`config.mk`:
```
export PLATFORM = sky130hd
export DESIGN_NAME = hd_dma_carregador
export DESIGN_NICKNAME = d
export VERILOG_FILES = /design/src/rtl/hd_dma_pkg.sv /design/src/rtl/hd_dma_contador.sv /design/src/rtl/hd_dma_carregador.sv
export SDC_FILE = /design/constraint.sdc
export NUM_CORES = 1
export LEC_CHECK = 0
export CAP_MARGIN = 5
export CELL_PAD_IN_SITES_DETAIL_PLACEMENT = 0
export CELL_PAD_IN_SITES_GLOBAL_PLACEMENT = 2
export CORE_MARGIN = 2
export CORE_UTILIZATION = 25
export DETAILED_ROUTE_END_ITERATION = 8
export GPL_TIMING_DRIVEN = 0
export MAX_ROUTING_LAYER = met4
export PLACE_DENSITY_LB_ADDON = 0.1
export REMOVE_ABC_BUFFERS = 1
export SLEW_MARGIN = 20
export SYNTH_ARGS = -nofsm -noshare
export SYNTH_HDL_FRONTEND = slang
export SYNTH_SLANG_ARGS = --single-unit
export TNS_END_PERCENT = 20
```
`constraint.sdc`:
```
create_clock -name clk -period 3.6 [get_ports clk]
set_input_delay 0.36 -clock clk [delete_from_list [all_inputs] [get_ports clk]]
set_output_delay 0.36 -clock clk [all_outputs]
set_load 0.02 [all_outputs]
```
`src/rtl/hd_dma_pkg.sv`:
```
// Shared definitions for the HD <-> main memory word copy engine.
package hd_dma_pkg;

  typedef enum logic [2:0] {
    IDLE,
    LER,
    ESPERA,
    ESCREVER,
    FIM
  } estado_t;

  localparam logic DIR_HD_MEM = 1'b0;
  localparam logic DIR_MEM_HD = 1'b1;

endpackage

```
`src/rtl/hd_dma_contador.sv`:
```
// Word index, read-latency wait counter and HD/memory address generation
// for the copy engine.
module hd_dma_contador #(
  parameter int MEM_AW   = 32,
  parameter int READ_LAT = 1
) (
  input  logic              clk,
  input  logic              rst_n,
  input  logic              limpar,
  input  logic              avancar,
  input  logic              espera_limpar,
  input  logic              espera_avancar,
  input  logic [31:0]       base_hd,
  input  logic [MEM_AW-1:0] base_mem,
  input  logic [31:0]       tamanho,
  output logic [31:0]       addr_hd,
  output logic [MEM_AW-1:0] addr_mem,
  output logic              ultima,
  output logic              espera_fim
);

  localparam int WAIT_W = (READ_LAT > 1) ? $clog2(READ_LAT) : 1;

  logic [31:0]       idx;
  logic [WAIT_W-1:0] espera;

  always_ff @(posedge clk or negedge rst_n) begin
    if (!rst_n) begin
      idx    <= '0;
      espera <= '0;
    end else begin
      if (limpar)
        idx <= '0;
      else if (avancar)
        idx <= idx + 32'd1;
      if (espera_limpar)
        espera <= '0;
      else if (espera_avancar)
        espera <= espera + WAIT_W'(1);
    end
  end

  // Memory side wraps naturally at 2^MEM_AW.
  assign addr_hd    = base_hd + idx;
  assign addr_mem   = base_mem + MEM_AW'(idx);
  assign ultima     = (({1'b0, idx} + 33'd1) == {1'b0, tamanho});
  assign espera_fim = (espera == WAIT_W'(READ_LAT - 1));

endmodule

```
`src/rtl/hd_dma_carregador.sv`:
```
// Copy engine that loads (HD->MEM) or saves (MEM->HD) a process image word by word.
// All outputs are registered; the FSM owns every output register.
module hd_dma_carregador
  import hd_dma_pkg::*;
#(
  parameter int DATA_W   = 32,
  parameter int HD_WORDS = 51,
  parameter int CTX_W    = 32,
  parameter int MEM_AW   = 32,
  parameter int READ_LAT = 1
) (
  input  logic              clk,
  input  logic              rst_n,
  input  logic              iniciar,
  input  logic              direcao,
  input  logic [CTX_W-1:0]  contexto,
  input  logic [31:0]       end_hd,
  input  logic [MEM_AW-1:0] end_mem,
  input  logic [31:0]       tamanho,
  output logic              ocupado,
  output logic              concluido,
  output logic              erro,
  output logic [31:0]       hd_endereco,
  output logic [CTX_W-1:0]  hd_contexto,
  output logic [DATA_W-1:0] hd_dado_escrita,
  output logic              hd_escrita,
  input  logic [DATA_W-1:0] hd_dado_saida,
  output logic [MEM_AW-1:0] mem_endereco,
  output logic [DATA_W-1:0] mem_dado_escrita,
  output logic              mem_escrita,
  input  logic [DATA_W-1:0] mem_dado_leitura
);

  estado_t           estado;
  logic              dir_r;
  logic [31:0]       base_hd;
  logic [MEM_AW-1:0] base_mem;
  logic [31:0]       tam_r;
  logic [31:0]       addr_hd;
  logic [MEM_AW-1:0] addr_mem;
  logic              ultima;
  logic              espera_fim;
  logic              fora_limite;

  // 33-bit sum so a huge end_hd cannot wrap back into range.
  assign fora_limite = ({1'b0, end_hd} + {1'b0, tamanho}) > 33'(HD_WORDS);

  hd_dma_contador #(
    .MEM_AW  (MEM_AW),
    .READ_LAT(READ_LAT)
  ) u_contador (
    .clk           (clk),
    .rst_n         (rst_n),
    .limpar        (estado == IDLE),
    .avancar       (estado == ESCREVER),
    .espera_limpar (estado == LER),
    .espera_avancar(estado == ESPERA),
    .base_hd       (base_hd),
    .base_mem      (base_mem),
    .tamanho       (tam_r),
    .addr_hd       (addr_hd),
    .addr_mem      (addr_mem),
    .ultima        (ultima),
    .espera_fim    (espera_fim)
  );

  always_ff @(posedge clk or negedge rst_n) begin
    if (!rst_n) begin
      estado           <= IDLE;
      dir_r            <= DIR_HD_MEM;
      base_hd          <= '0;
      base_mem         <= '0;
      tam_r            <= '0;
      ocupado          <= 1'b0;
      concluido        <= 1'b0;
      erro             <= 1'b0;
      hd_endereco      <= '0;
      hd_contexto      <= '0;
      hd_dado_escrita  <= '0;
      hd_escrita       <= 1'b0;
      mem_endereco     <= '0;
      mem_dado_escrita <= '0;
      mem_escrita      <= 1'b0;
    end else begin
      concluido        <= 1'b0;
      erro             <= 1'b0;
      hd_escrita       <= 1'b0;
      mem_escrita      <= 1'b0;
      hd_dado_escrita  <= '0;
      mem_dado_escrita <= '0;
      case (estado)
        IDLE: begin
          if (iniciar) begin
            dir_r       <= direcao;
            base_hd     <= end_hd;
            base_mem    <= end_mem;
            tam_r       <= tamanho;
            hd_contexto <= contexto;
            if (tamanho == 32'd0) begin
              ocupado <= 1'b1;
              estado  <= FIM;
            end else if (fora_limite) begin
              erro <= 1'b1;
            end else begin
              ocupado <= 1'b1;
              estado  <= LER;
            end
          end
        end
        LER: begin
          if (dir_r == DIR_HD_MEM)
            hd_endereco <= addr_hd;
          else
            mem_endereco <= addr_mem;
          estado <= ESPERA;
        end
        ESPERA: begin
          if (espera_fim)
            estado <= ESCREVER;
        end
        ESCREVER: begin
          if (dir_r == DIR_HD_MEM) begin
            mem_endereco     <= addr_mem;
            mem_dado_escrita <= hd_dado_saida;
            mem_escrita      <= 1'b1;
          end else begin
            hd_endereco     <= addr_hd;
            hd_dado_escrita <= mem_dado_leitura;
            hd_escrita      <= 1'b1;
          end
          estado <= ultima ? FIM : LER;
        end
        FIM: begin
          concluido <= 1'b1;
          ocupado   <= 1'b0;
          estado    <= IDLE;
        end
        default: estado <= IDLE;
      endcase
    end
  end

endmodule

```
==> qor.csv <==
metric;value;unit
via count;14350;
CTS H-Tree Depth;2;
critical path endpoint;erro$_DFF_PN0_;
pre-CTS setup slack;-1.088;ns
LEAKAGE;0.009995;uW
clock latency on the worst-skew pair;0.57;ns
Worst EP arrival;3.97;ns
pin slew with the least headroom to its limit;0.9176;ns
Most common cell on crit path;nor4_2;
WP data required;4.02;ns
setup slack after layout;0.05027;ns
YS warnings;0;
R2R Path End;mem_endereco[30]$_DFFE_PN0P_;
most frequent cells in the layout;357 x clkdlybuf4s50_1, 289 x dfrtp_1, 164 x nand2_1;
crit-path leading delay family;simple AND/OR/NAND/NOR gates;
Starting DRT DRC Count;692;
Seq/Total Area, Yosys;43.19;%
Cell Chain, Critical Path;clkdlybuf4s50_1 -> ha_1 -> fa_2 -> a211oi_2 -> o21ai_2 -> o21ai_0 -> xnor2_1 -> nor3_1 -> nand4_1 -> nor4_2 -> and4_2 -> and2_1 -> nor4_2;
Final Hold Viols;0;
# nets final;2368;
hold crit path type;in2reg;
status;complete, no violations;
crit path launch type;primary input;
R2R depth;12;
GRT overflow;0;
Max-Cap Viols;0;
reg2reg setup slack;0.22;ns
Primary FF master, synth;dfrtp_1;
DRC violations left;0;
Post-Syn Instances;1730;
Die Wd;266.8;um
Stages on worst setup path;13;
P&R area growth vs syn;37.23;%
# IOs;361;
Worst slew margin;38.82;%
Seq cells post-synth;298;
Via density;4.801;
GP Congestion;0.8361;
RSZ-0062 raised after global routing;yes;
vias in the first global route;14530;
Worst VDD drop;0.3375;mV
Worst Path Buf+Inv;1;
HP Start;tamanho[6];
crit path max fanout;5;
pwr/cell area;490.1;nW/um2
Tcrit/Tclk final;98.60;%
Reg clk slew, reported paths;0.06;ns
Crit. End Element;flip-flop;
TritonCTS Buffers;40;
CORE AREA;68470;um2
global-route wire length before repair;89480;um
critical path type;in2reg;
synthesized area;17270;um2
syn_area_per_cell;9.980;um2
Worst path slowest cell;clkdlybuf4s50_1;
Final min period;3.550;ns
Std-Cell Rows;96;
clock tree sinks;298;
# setup viols final;0;
WL/cell;19.83;um
Final Max Slew Viols;0;
fill count;6983;
initial core utilization;25.22;%
Layout Utilization;34.61;%
CP max stage delay;0.46;ns
Highest Clock Rate;281.7;MHz
CTS max path bufs;3;
CTS tree;built;
All-Layer GR Usage;16.95;%
Routed Antenna Nets;0;
height of the die;266.8;um
r2r startpoint;u_contador.idx[7]$_DFFE_PN0P_;
Post-synth EDFFs;0;
Hold WS;0.3072;ns
DP HPWL;46500;um
initial antenna violation count;0;
total die area;71180;um2
Async SR Flop Fraction;100.0;%
share of layout cells above drive strength 1;14.58;%
Routed WL;59260;um
clk_skew;0.02545;ns
port bufs;360;
largest net degree at the start of global routing;89;
Clock Root Buffer;clkbuf_16;
CP startpoint;tamanho[0];
synth unique cells;79;
most common cell after layout, fill and taps aside;clkdlybuf4s50_1;
Pre-antenna DRT Iters;6;
worst min-delay path by stage:
| stage | end | slack (ns) | depth (start not counted) |
|---|---|---|---|
| final | tam_r[6]$_DFFE_PN0P_ | 0.31 | 2 |
| after global routing | tam_r[6]$_DFFE_PN0P_ | 0.28 | 2 |
| after CTS | mem_dado_escrita[6]$_DFF_PN0_ | 0.30 | 2 |
| after detailed placement | hd_contexto[11]$_DFFE_PN0P_ | 0.37 | 1 |
| after global placement | hd_endereco[15]$_DFFE_PN0P_ | 0.46 | 2 |
| after floorplan | base_hd[0]$_DFFE_PN0P_ | 0.06 | 0 |
synthesized netlist by cell type (15+ instances only):
master / count / area share, %
a21o_1: 28 / 1.2
a21oi_1: 94 / 2.7
and2_1: 75 / 2.7
and3_1: 20 / 0.72
clkbuf_1: 63 / 1.4
dfrtp_1: 298 / 43
ha_1: 95 / 6.9
inv_1: 39 / 0.85
mux2_2: 139 / 9.1
nand2_1: 169 / 3.7
nand2b_1: 16 / 0.58
nand3_1: 47 / 1.4
nand4_1: 18 / 0.65
nor2_1: 70 / 1.5
nor3_1: 28 / 0.81
nor4_1: 19 / 0.69
o21a_1: 21 / 0.91
o21ai_0: 142 / 4.1
o21bai_1: 15 / 0.65
o31ai_1: 20 / 0.87
xnor2_1: 70 / 3.6
xor2_1: 47 / 2.4
sequential cells by signal (all words and copies together) (netlist names):
signal             flops
base_hd               32
base_mem              32
hd_contexto           32
hd_dado_escrita       32
hd_endereco           32
mem_dado_escrita      32
mem_endereco          32
tam_r                 32
u_contador.idx        32
estado                 3
concluido              1
dir_r                  1
erro                   1
hd_escrita             1
mem_escrita            1
ocupado                1
u_contador.espera      1
metal layers:
metal	up-vias	global-route usage, %	wire [um]
met5	-	-	0
li1	7000	-	-
met1	7005	21.76	27060
met4	0	4.160	1272
met2	271	27.55	28350
met3	74	3.183	2573
power by group:
| group | internal [uW] | switching, uW |
|---|---|---|
| Combinational | 1600 | 1680 |
| Sequential | 3820 | 321 |
| Clock | 2590 | 1590 |
kinds of logic (layout without fill, tap and decap cells):
family / after synthesis / after routing / share of synthesized area (%)
simple gates: 527 / 527 / 15.71
compound gates: 432 / 432 / 16.04
flops: 298 / 298 / 43.19
mux: 143 / 143 / 9.298
xor+xnor: 117 / 117 / 5.935
buf+inv: 115 / 491 / 2.594
fa+ha+maj: 98 / 98 / 7.232
other cells: 0 / 1 / 0
final cells by class:
class,instances,area [um2],area share (%)
timing repair buffer,378,3905,16.48
clock inverter,12,148.9,0.6284
antenna,1,2.502,0.01056
inverter,39,146.4,0.6178
multi-input combinational,1317,9673,40.82
tap,882,1104,4.658
clock buffer,62,1246,5.260
sequential,298,7468,31.52
repair_timing:
action | 4_1_cts | 5_1_grt
hold endpoints to repair | 75 | 0
resized for setup | 33 | 43
buffers inserted | 4 | 2
pin swaps | 4 | 6
hold buffers | 1 | 0
setup endpoints to repair | 17 | 19
stage by stage:
step                setup TNS, ns  instance area (um2)  total power [uW]  cells
global placement         -4619.26                21670              7230   2896
finish                          0                23690             11610   2989
detailed placement         -6.129                21940              7481   2907
floorplan                 -437.95                16960              6250   1654
CTS                             0                23510             11820   2986
global route             -0.08035                23690             12320   2988
No activity file was read; power rests on OpenSTA's default activity.
